File: src/rtl/io_memory_arbiter.sv
// Arbitrates the shared I/O memory write port between the CPU and NUM_DEVICES round-robin devices.
// Define ARB_STATS_EN to add the saturating word_count output (cycles with a device write).
module io_memory_arbiter #(
  parameter int NUM_DEVICES = 4,
  parameter int MAX_BURST   = 32
) (
  input  logic                      clock,
  input  logic                      reset_n,
  input  logic                      cpu_req,
  output logic                      cpu_grant,
  input  logic [NUM_DEVICES-1:0]    dev_start,
  output logic [NUM_DEVICES-1:0]    dev_active,
  input  logic [NUM_DEVICES*17-1:0] dev_address,
  input  logic [NUM_DEVICES*32-1:0] dev_data,
  input  logic [NUM_DEVICES*4-1:0]  dev_wr_en,
  output logic [16:0]               mem_address,
  output logic [31:0]               mem_data_out,
  output logic [3:0]                mem_wr_en
`ifdef ARB_STATS_EN
  ,
  output logic [31:0]               word_count
`endif
);

  localparam int PTR_W = (NUM_DEVICES > 1) ? $clog2(NUM_DEVICES) : 1;

  typedef enum logic [1:0] {S_IDLE, S_CPU, S_DEV} state_t;

  state_t                 r_state;
  logic                   r_cpu_grant;
  logic [NUM_DEVICES-1:0] r_dev_active;
  logic [NUM_DEVICES-1:0] r_pending;
  logic [PTR_W-1:0]       r_rr_ptr;
  logic [PTR_W-1:0]       r_grant_idx;
  logic [7:0]             r_burst_cnt;

  logic [PTR_W-1:0]       w_pick_idx;
  logic                   w_any_pending;
  logic [16:0]            w_sel_addr;
  logic [31:0]            w_sel_data;
  logic [3:0]             w_sel_wr_en;
  logic [NUM_DEVICES-1:0] w_done_mask;
  logic [PTR_W-1:0]       w_next_ptr;
  logic                   w_burst_last;

  // Scan from the highest offset down so the nearest pending index at/after rr_ptr wins.
  always_comb begin
    int j;
    // NOTE: every always_comb output gets a default first so no latch is inferred.
    j             = 0;
    w_pick_idx    = r_rr_ptr;
    w_any_pending = 1'b0;
    for (int k = NUM_DEVICES - 1; k >= 0; k--) begin
      j = int'(r_rr_ptr) + k;
      if (j >= NUM_DEVICES) j = j - NUM_DEVICES;
      if (r_pending[PTR_W'(j)]) begin
        w_pick_idx    = PTR_W'(j);
        w_any_pending = 1'b1;
      end
    end
  end

  // Select from the registered one-hot grant; all zero when no device owns the port.
  always_comb begin
    w_sel_addr  = '0;
    w_sel_data  = '0;
    w_sel_wr_en = '0;
    for (int i = 0; i < NUM_DEVICES; i++) begin
      if (r_dev_active[i]) begin
        w_sel_addr  = w_sel_addr  | dev_address[i*17 +: 17];
        w_sel_data  = w_sel_data  | dev_data[i*32 +: 32];
        w_sel_wr_en = w_sel_wr_en | dev_wr_en[i*4 +: 4];
      end
    end
  end

  assign w_done_mask  = (r_state == S_DEV && w_sel_wr_en == 4'h0) ? r_dev_active : '0;
  assign w_next_ptr   = (r_grant_idx == PTR_W'(NUM_DEVICES - 1)) ? '0 : r_grant_idx + 1'b1;
  assign w_burst_last = (r_burst_cnt == 8'(MAX_BURST - 1));

  always_ff @(posedge clock or negedge reset_n) begin
    if (!reset_n) begin
      r_state      <= S_IDLE;
      r_cpu_grant  <= 1'b0;
      r_dev_active <= '0;
      r_pending    <= '0;
      r_rr_ptr     <= '0;
      r_grant_idx  <= '0;
      r_burst_cnt  <= '0;
    end else begin
      // NOTE: non-blocking assignments so every branch sees the pre-edge state.
      r_pending <= (r_pending & ~w_done_mask) | dev_start;
      case (r_state)
        S_IDLE: begin
          if (cpu_req) begin
            r_state     <= S_CPU;
            r_cpu_grant <= 1'b1;
          end else if (w_any_pending) begin
            r_state      <= S_DEV;
            r_grant_idx  <= w_pick_idx;
            r_dev_active <= NUM_DEVICES'(1) << w_pick_idx;
            r_burst_cnt  <= '0;
          end
        end
        S_CPU: begin
          if (!cpu_req) begin
            r_state     <= S_IDLE;
            r_cpu_grant <= 1'b0;
          end
        end
        S_DEV: begin
          if (w_sel_wr_en == 4'h0 || w_burst_last) begin
            r_state      <= S_IDLE;
            r_dev_active <= '0;
            r_rr_ptr     <= w_next_ptr;
          end
          if (w_sel_wr_en != 4'h0) r_burst_cnt <= r_burst_cnt + 8'd1;
        end
        default: begin
          r_state      <= S_IDLE;
          r_cpu_grant  <= 1'b0;
          r_dev_active <= '0;
        end
      endcase
    end
  end

  assign cpu_grant    = r_cpu_grant;
  assign dev_active   = r_dev_active;
  assign mem_address  = w_sel_addr;
  assign mem_data_out = w_sel_data;
  assign mem_wr_en    = w_sel_wr_en;

`ifdef ARB_STATS_EN
  logic [31:0] r_word_count;

  always_ff @(posedge clock or negedge reset_n) begin
    if (!reset_n) begin
      r_word_count <= '0;
    end else if (r_state == S_DEV && w_sel_wr_en != 4'h0 && r_word_count != 32'hFFFF_FFFF) begin
      r_word_count <= r_word_count + 32'd1;
    end
  end

  assign word_count = r_word_count;
`endif

endmodule
File: config.mk
export PLATFORM = sky130hd
export DESIGN_NAME = io_memory_arbiter
export DESIGN_NICKNAME = d
export VERILOG_FILES = /design/src/rtl/io_memory_arbiter.sv
export SDC_FILE = /design/constraint.sdc
export NUM_CORES = 1
export LEC_CHECK = 0
export ABC_AREA = 0
export CORE_AREA = 3 3 105 107
export CTS_CLUSTER_DIAMETER = 30
export DETAILED_ROUTE_END_ITERATION = 12
export DIE_AREA = 0 0 108 110
export PLACE_DENSITY = 0.76
export SLEW_MARGIN = 25
export SYNTH_ARGS = -nofsm -noshare
export SYNTH_HDL_FRONTEND = slang
export SYNTH_SLANG_ARGS = --single-unit
export TNS_END_PERCENT = 10
File: constraint.sdc
create_clock -name clock -period 2.28 [get_ports clock]
set_clock_uncertainty 0.2 [all_clocks]
set_input_delay 0.456 -clock clock [delete_from_list [all_inputs] [get_ports clock]]
set_output_delay 0.456 -clock clock [all_outputs]
set_load 0.02 [all_outputs]
==> flow_summary.json <==
{
  "synth_edf_count": 0,
  "numCtsBuffers": 3,
  "layout.nets": 789,
  "final.setup.tns_ns": 0,
  "dp.cells": 699,
  "worstSetupStartpointType": "input port",
  "drt_iter0_drc": 353,
  "ys_ff_latch": 23,
  "synth_area_leaders": "a22oi_1 34%, dfrtp_1 25%, nand2_1 9.5%",
  "ant_nets": 0,
  "ys_async_sr_fraction": 1.000,
  "synthCells": 290,
  "ctsLongestPathBuffers": 2,
  "internal-power_mw": 2.729,
  "yosys.area.top_type": "a22oi_1",
  "fmax_ghz": 0.4502,
  "required_ns": 1.62,
  "area_delta_synth_final_pct": 132.0,
  "setup_viol": 0,
  "clk_latency_ns": 0.26,
  "dieArea_um2": 11880,
  "clock-sinks": 23,
  "die_x_um": 108,
  "post-route-period-util": 0.9743,
  "synth-seq-area-share": 0.2503,
  "peakVddDrop_mv": 0.5004,
  "ios": 277,
  "avgSynthCellArea_um2": 7.930,
  "stdcell_count": 703,
  "design.core.area_um2": 10230,
  "clockPowerShare": 0.043,
  "numPortBuffers": 276,
  "std_cell_rows": 37,
  "post-dp-hpwl_mm": 11.04,
  "synth_ff_type": "dfrtp_1",
  "gr-usage-all-layers": 0.2009,
  "p_leak_nw": 2.306,
  "grt_max_degree": 40,
  "p_per_area_nw_per_um2": 1073,
  "tightest_slew_ns": 0.6339,
  "stdcell_area_um2": 5336,
  "outcome": "complete, no violations",
  "syn_area_um2": 2300,
  "dr.pass1.iters": 5,
  "wl_per_cell_um": 19.04,
  "cts_tree": "built",
  "hold_class": "register to register",
  "grt-ovfl-total": 0,
  "min_period_ns": 2.221,
  "yosysWarningCount": 0,
  "diodes": 0,
  "yosysUniqueCellTypes": 39,
  "switching_share": 0.5236,
  "finalWirelength_mm": 13.39,
  "crit_type": "input port to output port",
  "synth_top_area_frac": 0.3362,
  "fp.dieH_um": 110,
  "placed_area_um2": 5358,
  "vias": 3551,
  "crit_path_max_fanout": 3,
  "initial_core_util": 0.2248,
  "grt_pass1_vias": 3302,
  "end_kind": "output port",
  "drv_cap": 0,
  "combPwrFrac": 0.844,
  "antenna_found_initial": 0,
  "pwr-share-seq": 0.112,
  "clkTransAtPathRegs_ns": 0.08,
  "via_per_inst": 5.051,
  "gp_congestion": 0.8423,
  "drv_slew": 0,
  "grt_first_pass_wirelength_mm": 18.70,
  "p_sw_mw": 2.999,
  "htreeDepth": 1,
  "synthesis.nets": 511,
  "grt_setup_unrepaired": "false",
  "hold_violations": 0,
  "drive_gt1_frac": 0.1005,
  "detail_route.drc_violations": 0,
  "relSlewSlack": 0.5719,
  "root_buffer": "clkbuf_8",
  "critical_path_arrival_ns": 1.57
}
## power groups by stage
stage / registers (mW) / clock network (mW) / logic, mW
final: 0.644 / 0.248 / 4.84
after global routing: 0.661 / 0.273 / 5.18
after CTS: 0.645 / 0.258 / 4.87
after detailed placement: 0.653 / 0 / 5.36
after global placement: 0.647 / 0 / 5.32
after floorplan: 0.646 / 0 / 2.68
## path summary, 6_finish.rpt
path,slack (ns),depth (start not counted),end,from
setup / recovery,0.06,4,mem_wr_en[2],dev_wr_en[10]
hold / removal,0.30,2,r_grant_idx[1]$_DFFE_PN0P_,r_grant_idx[1]$_DFFE_PN0P_
setup reg to reg,0.13,8,r_burst_cnt[2]$_DFFE_PN0P_,dev_active[0]$_DFFE_PN0P_
hold reg to reg,0.30,2,r_grant_idx[1]$_DFFE_PN0P_,r_grant_idx[1]$_DFFE_PN0P_
max in group asynchronous,1.30,2,dev_active[2]$_DFFE_PN0P_,reset_n
min in group asynchronous,0.34,2,r_burst_cnt[7]$_DFFE_PN0P_,reset_n
## cells in the final DEF (no fill, tap or decap), types with 3 or more instances in the layout
cell type and n:
a21o_1 5, a22o_1 4, a22oi_1 99, a22oi_2 6
buf_12 6, buf_4 16, clkbuf_2 7, clkbuf_8 3
clkdlybuf4s50_1 222, dfrtp_1 19, dfrtp_2 4, dlygate4sd2_1 47
inv_1 3, nand2_1 57, nand2_2 3, nand3_1 9
nor2_1 7, nor2b_1 5, nor3_1 3, o211ai_1 3
o21ai_0 8, o31ai_1 3
## stage by stage
step | setup WS (ns) | utilization | power (mW) | hold WS, ns
after floorplan | 0.1225 | - | 3.324 | -0.03959
after global placement | -0.1977 | 0.5237 | 5.965 | 0.2711
after detailed placement | -0.2137 | 0.5237 | 6.016 | 0.2843
after CTS | 0.01196 | 0.5223 | 5.772 | 0.2977
after global routing | 0.01083 | 0.5216 | 6.118 | 0.3192
final | 0.05852 | 0.5216 | 5.728 | 0.2965
## critical path, cell delays in order
cell	delay, ns
clkdlybuf4s50_1	0.45
a22oi_4	0.23
nand2_4	0.09
dlygate4sd2_1	0.33
## kinds of logic (layout without fill, tap and decap cells)
| logic type | Yosys count | after routing | synth area share |
|---|---|---|---|
| simple gates | 95 | 95 | 0.1921 |
| mux | 4 | 4 | 0.01850 |
| compound gates | 137 | 137 | 0.4679 |
| buf+inv | 29 | 306 | 0.06039 |
| flops | 23 | 23 | 0.2503 |
| fa+ha+maj | 2 | 2 | 0.01088 |
## cell type report
type                    instances  area [µm²]
well taps                     136       170.2
inverters                       3       11.26
multi-input cells             238        1608
repair buffers                299        2920
clock buffers                   3       41.29
flip-flops and latches         23       580.6
fillers                       938        4895
clock inverters                 1       5.005
## state kept, by name, summed over array words and instances (netlist names)
| signal | cells |
|---|---|
| r_pending | 4 |
| cpu_grant | 1 |
| r_rr_ptr | 2 |
| dev_active | 4 |
| r_burst_cnt | 8 |
| r_state | 2 |
| r_grant_idx | 2 |
## cell usage after synthesis (4+ instances only)
cell and count:
nand3_1 9, dfrtp_1 23, a22o_1 4, clkbuf_1 21
nand2_1 58, nor2_1 7, a21o_1 5, a22oi_1 103
o21ai_0 8, nor2b_1 5
## routing by layer
layer | vias up | GRT usage | part of all wire
li1 | 1693 | - | -
met1 | 1666 | 0.2546 | 0.39
met2 | 162 | 0.3419 | 0.50
met3 | 30 | 0.04426 | 0.084
met4 | 0 | 0.06222 | 0.032
met5 | - | 0 | 0
## what timing repair did
item / 4_1_cts / 5_1_grt
hold buffers: 0 / 0
setup endpoints to repair: 54 / 14
setup buffers: 0 / 0
resized for setup: 57 / 17
(Power assumes the default switching activity.)
